**src/rtl/wb_bus_arbiter.sv**
```systemverilog
// ---------------------------------------------------------------------------
// wb_bus_arbiter
// Two-master to one-slave Wishbone classic arbiter with a slave-stall watchdog.
// m0 is the instruction-fetch master and m1 is the data master. A grant is held
// for as long as the owning master keeps cyc high.
//
// Ports
//   clk, rst_i                 clock, synchronous active-high reset
//   mX_cyc/stb/we/adr/dat/sel  master X request side (X = 0 IF, 1 MEM)
//   mX_ack/err/dat_o           master X response side
//   s_cyc/stb/we/adr/dat/sel_o slave request side
//   s_ack/err/dat_i            slave response side
//   grant_o                    one-hot current owner (bit0 = m0), 0 when idle
// ---------------------------------------------------------------------------
module wb_bus_arbiter #(
    parameter int unsigned ADDR_W    = 32,
    parameter int unsigned DATA_W    = 32,
    parameter int unsigned PRIO_MODE = 0,
    parameter int unsigned TIMEOUT   = 255
) (
    input  logic                  clk,
    input  logic                  rst_i,
    // master 0 (instruction fetch)
    input  logic                  m0_cyc_i,
    input  logic                  m0_stb_i,
    input  logic                  m0_we_i,
    input  logic [ADDR_W-1:0]     m0_adr_i,
    input  logic [DATA_W-1:0]     m0_dat_i,
    input  logic [DATA_W/8-1:0]   m0_sel_i,
    output logic                  m0_ack_o,
    output logic                  m0_err_o,
    output logic [DATA_W-1:0]     m0_dat_o,
    // master 1 (data)
    input  logic                  m1_cyc_i,
    input  logic                  m1_stb_i,
    input  logic                  m1_we_i,
    input  logic [ADDR_W-1:0]     m1_adr_i,
    input  logic [DATA_W-1:0]     m1_dat_i,
    input  logic [DATA_W/8-1:0]   m1_sel_i,
    output logic                  m1_ack_o,
    output logic                  m1_err_o,
    output logic [DATA_W-1:0]     m1_dat_o,
    // slave
    output logic                  s_cyc_o,
    output logic                  s_stb_o,
    output logic                  s_we_o,
    output logic [ADDR_W-1:0]     s_adr_o,
    output logic [DATA_W-1:0]     s_dat_o,
    output logic [DATA_W/8-1:0]   s_sel_o,
    input  logic                  s_ack_i,
    input  logic                  s_err_i,
    input  logic [DATA_W-1:0]     s_dat_i,
    // status
    output logic [1:0]            grant_o
);

    localparam int unsigned SEL_W = DATA_W / 8;
    // Counter only has to reach TIMEOUT; keep at least one bit when disabled.
    localparam int unsigned CNT_W = (TIMEOUT > 0) ? $clog2(TIMEOUT + 1) : 1;
    localparam logic [CNT_W-1:0] CNT_LIMIT = CNT_W'(TIMEOUT);
    localparam logic [CNT_W-1:0] CNT_SAT   = '1;

    typedef enum logic [1:0] {
        ST_IDLE   = 2'd0,
        ST_OWN_M0 = 2'd1,
        ST_OWN_M1 = 2'd2
    } state_e;

    state_e            state_q, state_d;
    logic              last_q, last_d;     // 0 = m0 owned last, 1 = m1
    logic [CNT_W-1:0]  cnt_q, cnt_d;

    // owner's request signals, selected by state
    logic              own_cyc;
    logic              own_stb;
    logic              own_we;
    logic [ADDR_W-1:0] own_adr;
    logic [DATA_W-1:0] own_dat;
    logic [SEL_W-1:0]  own_sel;

    logic              timeout_c;
    logic              s_cyc_c;
    logic              s_stb_c;
    logic              fwd_ack;
    logic              fwd_err;

    // State, round-robin history and watchdog registers
    always_ff @(posedge clk) begin
        if (rst_i) begin
            state_q <= ST_IDLE;
            last_q  <= 1'b1;
            cnt_q   <= '0;
        end else begin
            state_q <= state_d;
            last_q  <= last_d;
            cnt_q   <= cnt_d;
        end
    end

    // Next-state: arbitrate in IDLE or once the owner has released cyc
    always_comb begin
        state_e arb_win;
        state_d = state_q;
        last_d  = last_q;

        arb_win = ST_IDLE;
        if (m0_cyc_i && m1_cyc_i) begin
            if (PRIO_MODE != 0) begin
                arb_win = ST_OWN_M1;
            end else begin
                arb_win = last_q ? ST_OWN_M0 : ST_OWN_M1;
            end
        end else if (m0_cyc_i) begin
            arb_win = ST_OWN_M0;
        end else if (m1_cyc_i) begin
            arb_win = ST_OWN_M1;
        end

        case (state_q)
            ST_IDLE:   state_d = arb_win;
            ST_OWN_M0: if (!m0_cyc_i) state_d = arb_win;
            ST_OWN_M1: if (!m1_cyc_i) state_d = arb_win;
            default:   state_d = ST_IDLE;
        endcase

        if (state_d == ST_OWN_M0 && state_q != ST_OWN_M0) begin
            last_d = 1'b0;
        end else if (state_d == ST_OWN_M1 && state_q != ST_OWN_M1) begin
            last_d = 1'b1;
        end
    end

    // Owner request mux
    always_comb begin
        own_cyc = 1'b0;
        own_stb = 1'b0;
        own_we  = 1'b0;
        own_adr = '0;
        own_dat = '0;
        own_sel = '0;
        case (state_q)
            ST_OWN_M0: begin
                own_cyc = m0_cyc_i;
                own_stb = m0_stb_i;
                own_we  = m0_we_i;
                own_adr = m0_adr_i;
                own_dat = m0_dat_i;
                own_sel = m0_sel_i;
            end
            ST_OWN_M1: begin
                own_cyc = m1_cyc_i;
                own_stb = m1_stb_i;
                own_we  = m1_we_i;
                own_adr = m1_adr_i;
                own_dat = m1_dat_i;
                own_sel = m1_sel_i;
            end
            default: ;
        endcase
    end

    // Outputs: routing plus watchdog abort; a same-cycle ack or err beats the abort
    always_comb begin
        timeout_c = 1'b0;
        s_cyc_c   = 1'b0;
        s_stb_c   = 1'b0;
        fwd_ack   = 1'b0;
        fwd_err   = 1'b0;
        s_cyc_o   = 1'b0;
        s_stb_o   = 1'b0;
        s_we_o    = 1'b0;
        s_adr_o   = '0;
        s_dat_o   = '0;
        s_sel_o   = '0;
        m0_ack_o  = 1'b0;
        m0_err_o  = 1'b0;
        m0_dat_o  = '0;
        m1_ack_o  = 1'b0;
        m1_err_o  = 1'b0;
        m1_dat_o  = '0;
        grant_o   = {state_q == ST_OWN_M1, state_q == ST_OWN_M0};

        if (TIMEOUT != 0) begin
            timeout_c = own_cyc && own_stb && (cnt_q == CNT_LIMIT)
                        && !s_ack_i && !s_err_i;
        end

        s_cyc_c = own_cyc && !timeout_c;
        s_stb_c = own_cyc && own_stb && !timeout_c;

        // Responses after the owner drops cyc belong to an abandoned transfer
        fwd_ack = s_ack_i && s_cyc_c;
        fwd_err = (s_err_i && s_cyc_c) || timeout_c;

        s_cyc_o = s_cyc_c;
        s_stb_o = s_stb_c;
        s_we_o  = own_we;
        s_adr_o = own_adr;
        s_dat_o = own_dat;
        s_sel_o = own_sel;

        case (state_q)
            ST_OWN_M0: begin
                m0_ack_o = fwd_ack;
                m0_err_o = fwd_err;
                m0_dat_o = s_dat_i;
            end
            ST_OWN_M1: begin
                m1_ack_o = fwd_ack;
                m1_err_o = fwd_err;
                m1_dat_o = s_dat_i;
            end
            default: ;
        endcase
    end

    // Watchdog: count stalled strobe cycles, clear on any response, idle strobe or owner change
    always_comb begin
        cnt_d = '0;
        if (TIMEOUT != 0 && state_d == state_q && s_stb_c && !s_ack_i && !s_err_i) begin
            cnt_d = (cnt_q == CNT_SAT) ? cnt_q : cnt_q + CNT_W'(1);
        end
    end

endmodule

```
**config.mk**
```make
export PLATFORM = sky130hd
export DESIGN_NAME = wb_bus_arbiter
export DESIGN_NICKNAME = d
export VERILOG_FILES = /design/src/rtl/wb_bus_arbiter.sv
export SDC_FILE = /design/constraint.sdc
export NUM_CORES = 1
export LEC_CHECK = 0
export CORE_AREA = 5 5 121 123
export DETAILED_ROUTE_END_ITERATION = 16
export DIE_AREA = 0 0 126 128
export GPL_TIMING_DRIVEN = 0
export PLACE_DENSITY_LB_ADDON = 0.25
export REMOVE_ABC_BUFFERS = 1
export SYNTH_ARGS = -nofsm -noshare
export SYNTH_HDL_FRONTEND = slang
export SYNTH_SLANG_ARGS = --single-unit
```
**constraint.sdc**
```tcl
create_clock -name clk -period 2.8 [get_ports clk]
set_clock_uncertainty 0.1 [all_clocks]
set_input_delay 0.56 -clock clk [delete_from_list [all_inputs] [get_ports clk]]
set_output_delay 0.56 -clock clk [all_outputs]
set_load 0.1 [all_outputs]
```
==> results.sh <==
export IMPL_outcome="complete, no violations"
export IMPL_fp_dieH_um=128
export IMPL_synth_largest_area_cell="a22oi_1"
export IMPL_synth_warnings=0
export IMPL_drv_cap=0
export IMPL_relSlewSlack_pct=31.7
export IMPL_hold_path_class="reg2reg"
export IMPL_dpl_hpwl_um=12600
export IMPL_hold_violations=0
export IMPL_ys_seq_area_share_pct=9.92
export IMPL_synth_seq_cells=11
export IMPL_dr_pass1_iters=4
export IMPL_period_needed_ps=2740
export IMPL_critPathKind="reg2out"
export IMPL_drv_slew=0
export IMPL_globalRouteTotalUtil_pct=18.4
export IMPL_io_buffers=318
export IMPL_rsz0062_at_grt="false"
export IMPL_utilization_pct=42.4
export IMPL_clock_path_buffers=2
export IMPL_start_kind="flip-flop"
export IMPL_synth_area_um2=2220
export IMPL_grt_overflow_total=0
export IMPL_clock_latency_ps=240
export IMPL_critPathMaxFanout=6
export IMPL_arrival_ps=2080
export IMPL_synth_edf_count=0
export IMPL_die_w_um=126
export IMPL_hold_slack_ps=383
export IMPL_cts_tree="yes"
export IMPL_synthCells=319
export IMPL_endpoint_kind="output pin"
export IMPL_drtAntennaViolNets=0
export IMPL_crit_required_ps=2140
export IMPL_design_die_area_um2=16100
export IMPL_cts_root_buffer="clkbuf_16"
export IMPL_gp_congestion=0.838
export IMPL_max_freq_ghz=0.365
export IMPL_path_cells="inv_2 -> ha_4 -> buf_4 -> and2_1 -> dlygate4sd2_1"
export IMPL_antenna_found_initial=0
export IMPL_grt_max_degree=66
export IMPL_period_share_pct=97.9
export IMPL_worst_path_max_delay_cell="dlygate4sd2_1"
export IMPL_netlist_top_cells_count="a22oi_1 (71), nor2b_1 (70), and2_1 (67)"
export IMPL_drt_total_wl_um=16000
export IMPL_hold_depth=1
export IMPL_initial_core_util_pct=16.4
export IMPL_netlist_area_leader_share_pct=24.0
export IMPL_wl_per_cell_um=20.0
export IMPL_first_global_vias=3776
export IMPL_rows=43
export IMPL_worst_r2r_endpoint="cnt_q[5]$_SDFFE_PP0P_"
export IMPL_worst_slew_pin_slew_ps=1030
export IMPL_synthArstFlopShare_pct=0
export IMPL_cts_clk_slew_worst_paths_ps=50
export IMPL_yosysMostFrequentCell="a22oi_1"
export IMPL_drc=0
export IMPL_syn_avg_cell_area_um2=6.96
export IMPL_synthTopCellsByArea="a22oi_1 (24%), nor2b_1 (20%), and2_1 (19%)"
export IMPL_clkSinkCount=11
export IMPL_hold_buffers=0
export IMPL_reg2reg_slack_ps=430
export IMPL_min_from="cnt_q[0]$_SDFFE_PP0P_"
export IMPL_ir_drop_uv=265
export IMPL_vias=3583
export IMPL_ys_flop_type="dfxtp_1"
export IMPL_h_tree_depth=1
export IMPL_ff2ff_path_depth=6
export IMPL_grt_pass1_wl_um=23200
export IMPL_yosysUniqueCellTypes=39
export IMPL_final_area_um2=5750
export IMPL_layout_drive_gt1_share_pct=26.3
export IMPL_core_area_um2=13600
export IMPL_whs_endpoint="cnt_q[0]$_SDFFE_PP0P_"
export IMPL_numCtsBuffers=3
export IMPL_powerDensity_nw_per_um2=502
export IMPL_fin_nets=807
export IMPL_ios=319
export IMPL_max_stage_delay_ps=870
export IMPL_first_iter_violations=149
export IMPL_vias_per_cell=4.46
export IMPL_syn2layout_area_growth_pct=159
export IMPL_r2r_start="state_q[0]$_SDFF_PP0_"
export IMPL_n_antenna_cell=0
export IMPL_p_leak_nw=2.13
export IMPL_placed_area_um2=5610
export IMPL_setup_violations=0
==> report_power, final <==
group          switching [mW]  internal (mW)  total (mW)
combinational            1.70          0.741        2.44
sequential             0.0171          0.168       0.185
clock                  0.0753          0.192       0.267
==> metrics by stage <==
stage               setup WS [ps]  power (mW)  TNS (ps)  std cells
floorplan                   -3490        1.85   -298520        287
global placement            -3980        2.57   -404590        785
detailed placement          -1180        2.62    -78620        788
CTS                          1.70        2.87         0        801
global route                 1.17        3.01         0        803
finish                       60.2        2.89         0        803
==> registers in the layout (all words and copies together) (netlist names) <==
name / flops
state_q: 2
last_q: 1
cnt_q: 8
==> cells in the final DEF, fill, tap and decap left out, types with 2 or more instances in the layout <==
cell type and n:
a21boi_0 2, a22oi_1 70, and2_1 67, and3_1 3, buf_12 3, buf_16 2, buf_2 14, buf_4 13
buf_8 2, clkbuf_16 4, clkbuf_4 41, clkdlybuf4s15_1 7, clkdlybuf4s15_2 59, clkdlybuf4s18_2 6, clkdlybuf4s50_1 176, dfxtp_1 9
dfxtp_2 2, dlygate4sd2_1 4, ha_1 2, ha_4 3, inv_1 2, inv_2 2, nand2_1 5, nand3_1 5
nor2_1 11, nor2b_1 70, nor3_1 3, nor3b_2 2, o21ai_0 3, xnor2_1 3, xor2_1 2
==> layout make-up <==
class	count	area [µm²]
clock buffers	4	78.8
fillers	1405	7810
inverters	4	15.0
multi-input cells	272	1910
flip-flops and latches	11	223
well taps	180	225
repair buffers	332	3300
==> kinds of logic after synthesis <==
logic type	after synthesis	synth area share (%)
and+or+nand+nor	174	49.2
AOI/OAI and AO/OA	88	29.8
buffers and inverters	36	6.25
DFF	11	9.92
xor gates and xnor gates	5	1.97
adders and majority gates	5	2.82
==> critical path, delay by kind of cell, from the launching register on <==
kind	cells	cell delay (ps)
fa+ha+maj	1	210
buf+inv	3	1140
flops	1	360
simple gates	1	110
==> routing by layer <==
metal  vias to the layer above  routed length [µm]  share of wire, %  global-route usage [%]
met2                       208                7890                49                    33.3
met1                      1615                6130                38                    20.5
met4                         0                 442               2.8                    5.36
met5                         -                   0                 0                       0
li1                       1733                   -                 -                       -
met3                        27                1580               9.8                    6.08
==> worst max-delay path by stage <==
| stage | from | endpoint | slack, ps |
|---|---|---|---|
| final | state_q[1]$_SDFF_PP0_ | m0_dat_o[19] | 60 |
| after global routing | state_q[1]$_SDFF_PP0_ | s_adr_o[17] | 1 |
| after CTS | state_q[1]$_SDFF_PP0_ | s_dat_o[14] | 2 |
| after detailed placement | state_q[0]$_SDFF_PP0_ | m1_err_o | -1180 |
| after global placement | state_q[0]$_SDFF_PP0_ | m1_err_o | -3980 |
| after floorplan | state_q[0]$_SDFF_PP0_ | s_stb_o | -3490 |
==> timing repair <==
item	in CTS	in global routing
buffers inserted	8	1
gates cloned	1	1
setup endpoints to repair	142	84
pin swaps	1	0
resized for setup	521	88
endpoints found under the hold margin	0	0
No activity file was read; power rests on OpenSTA's default activity.
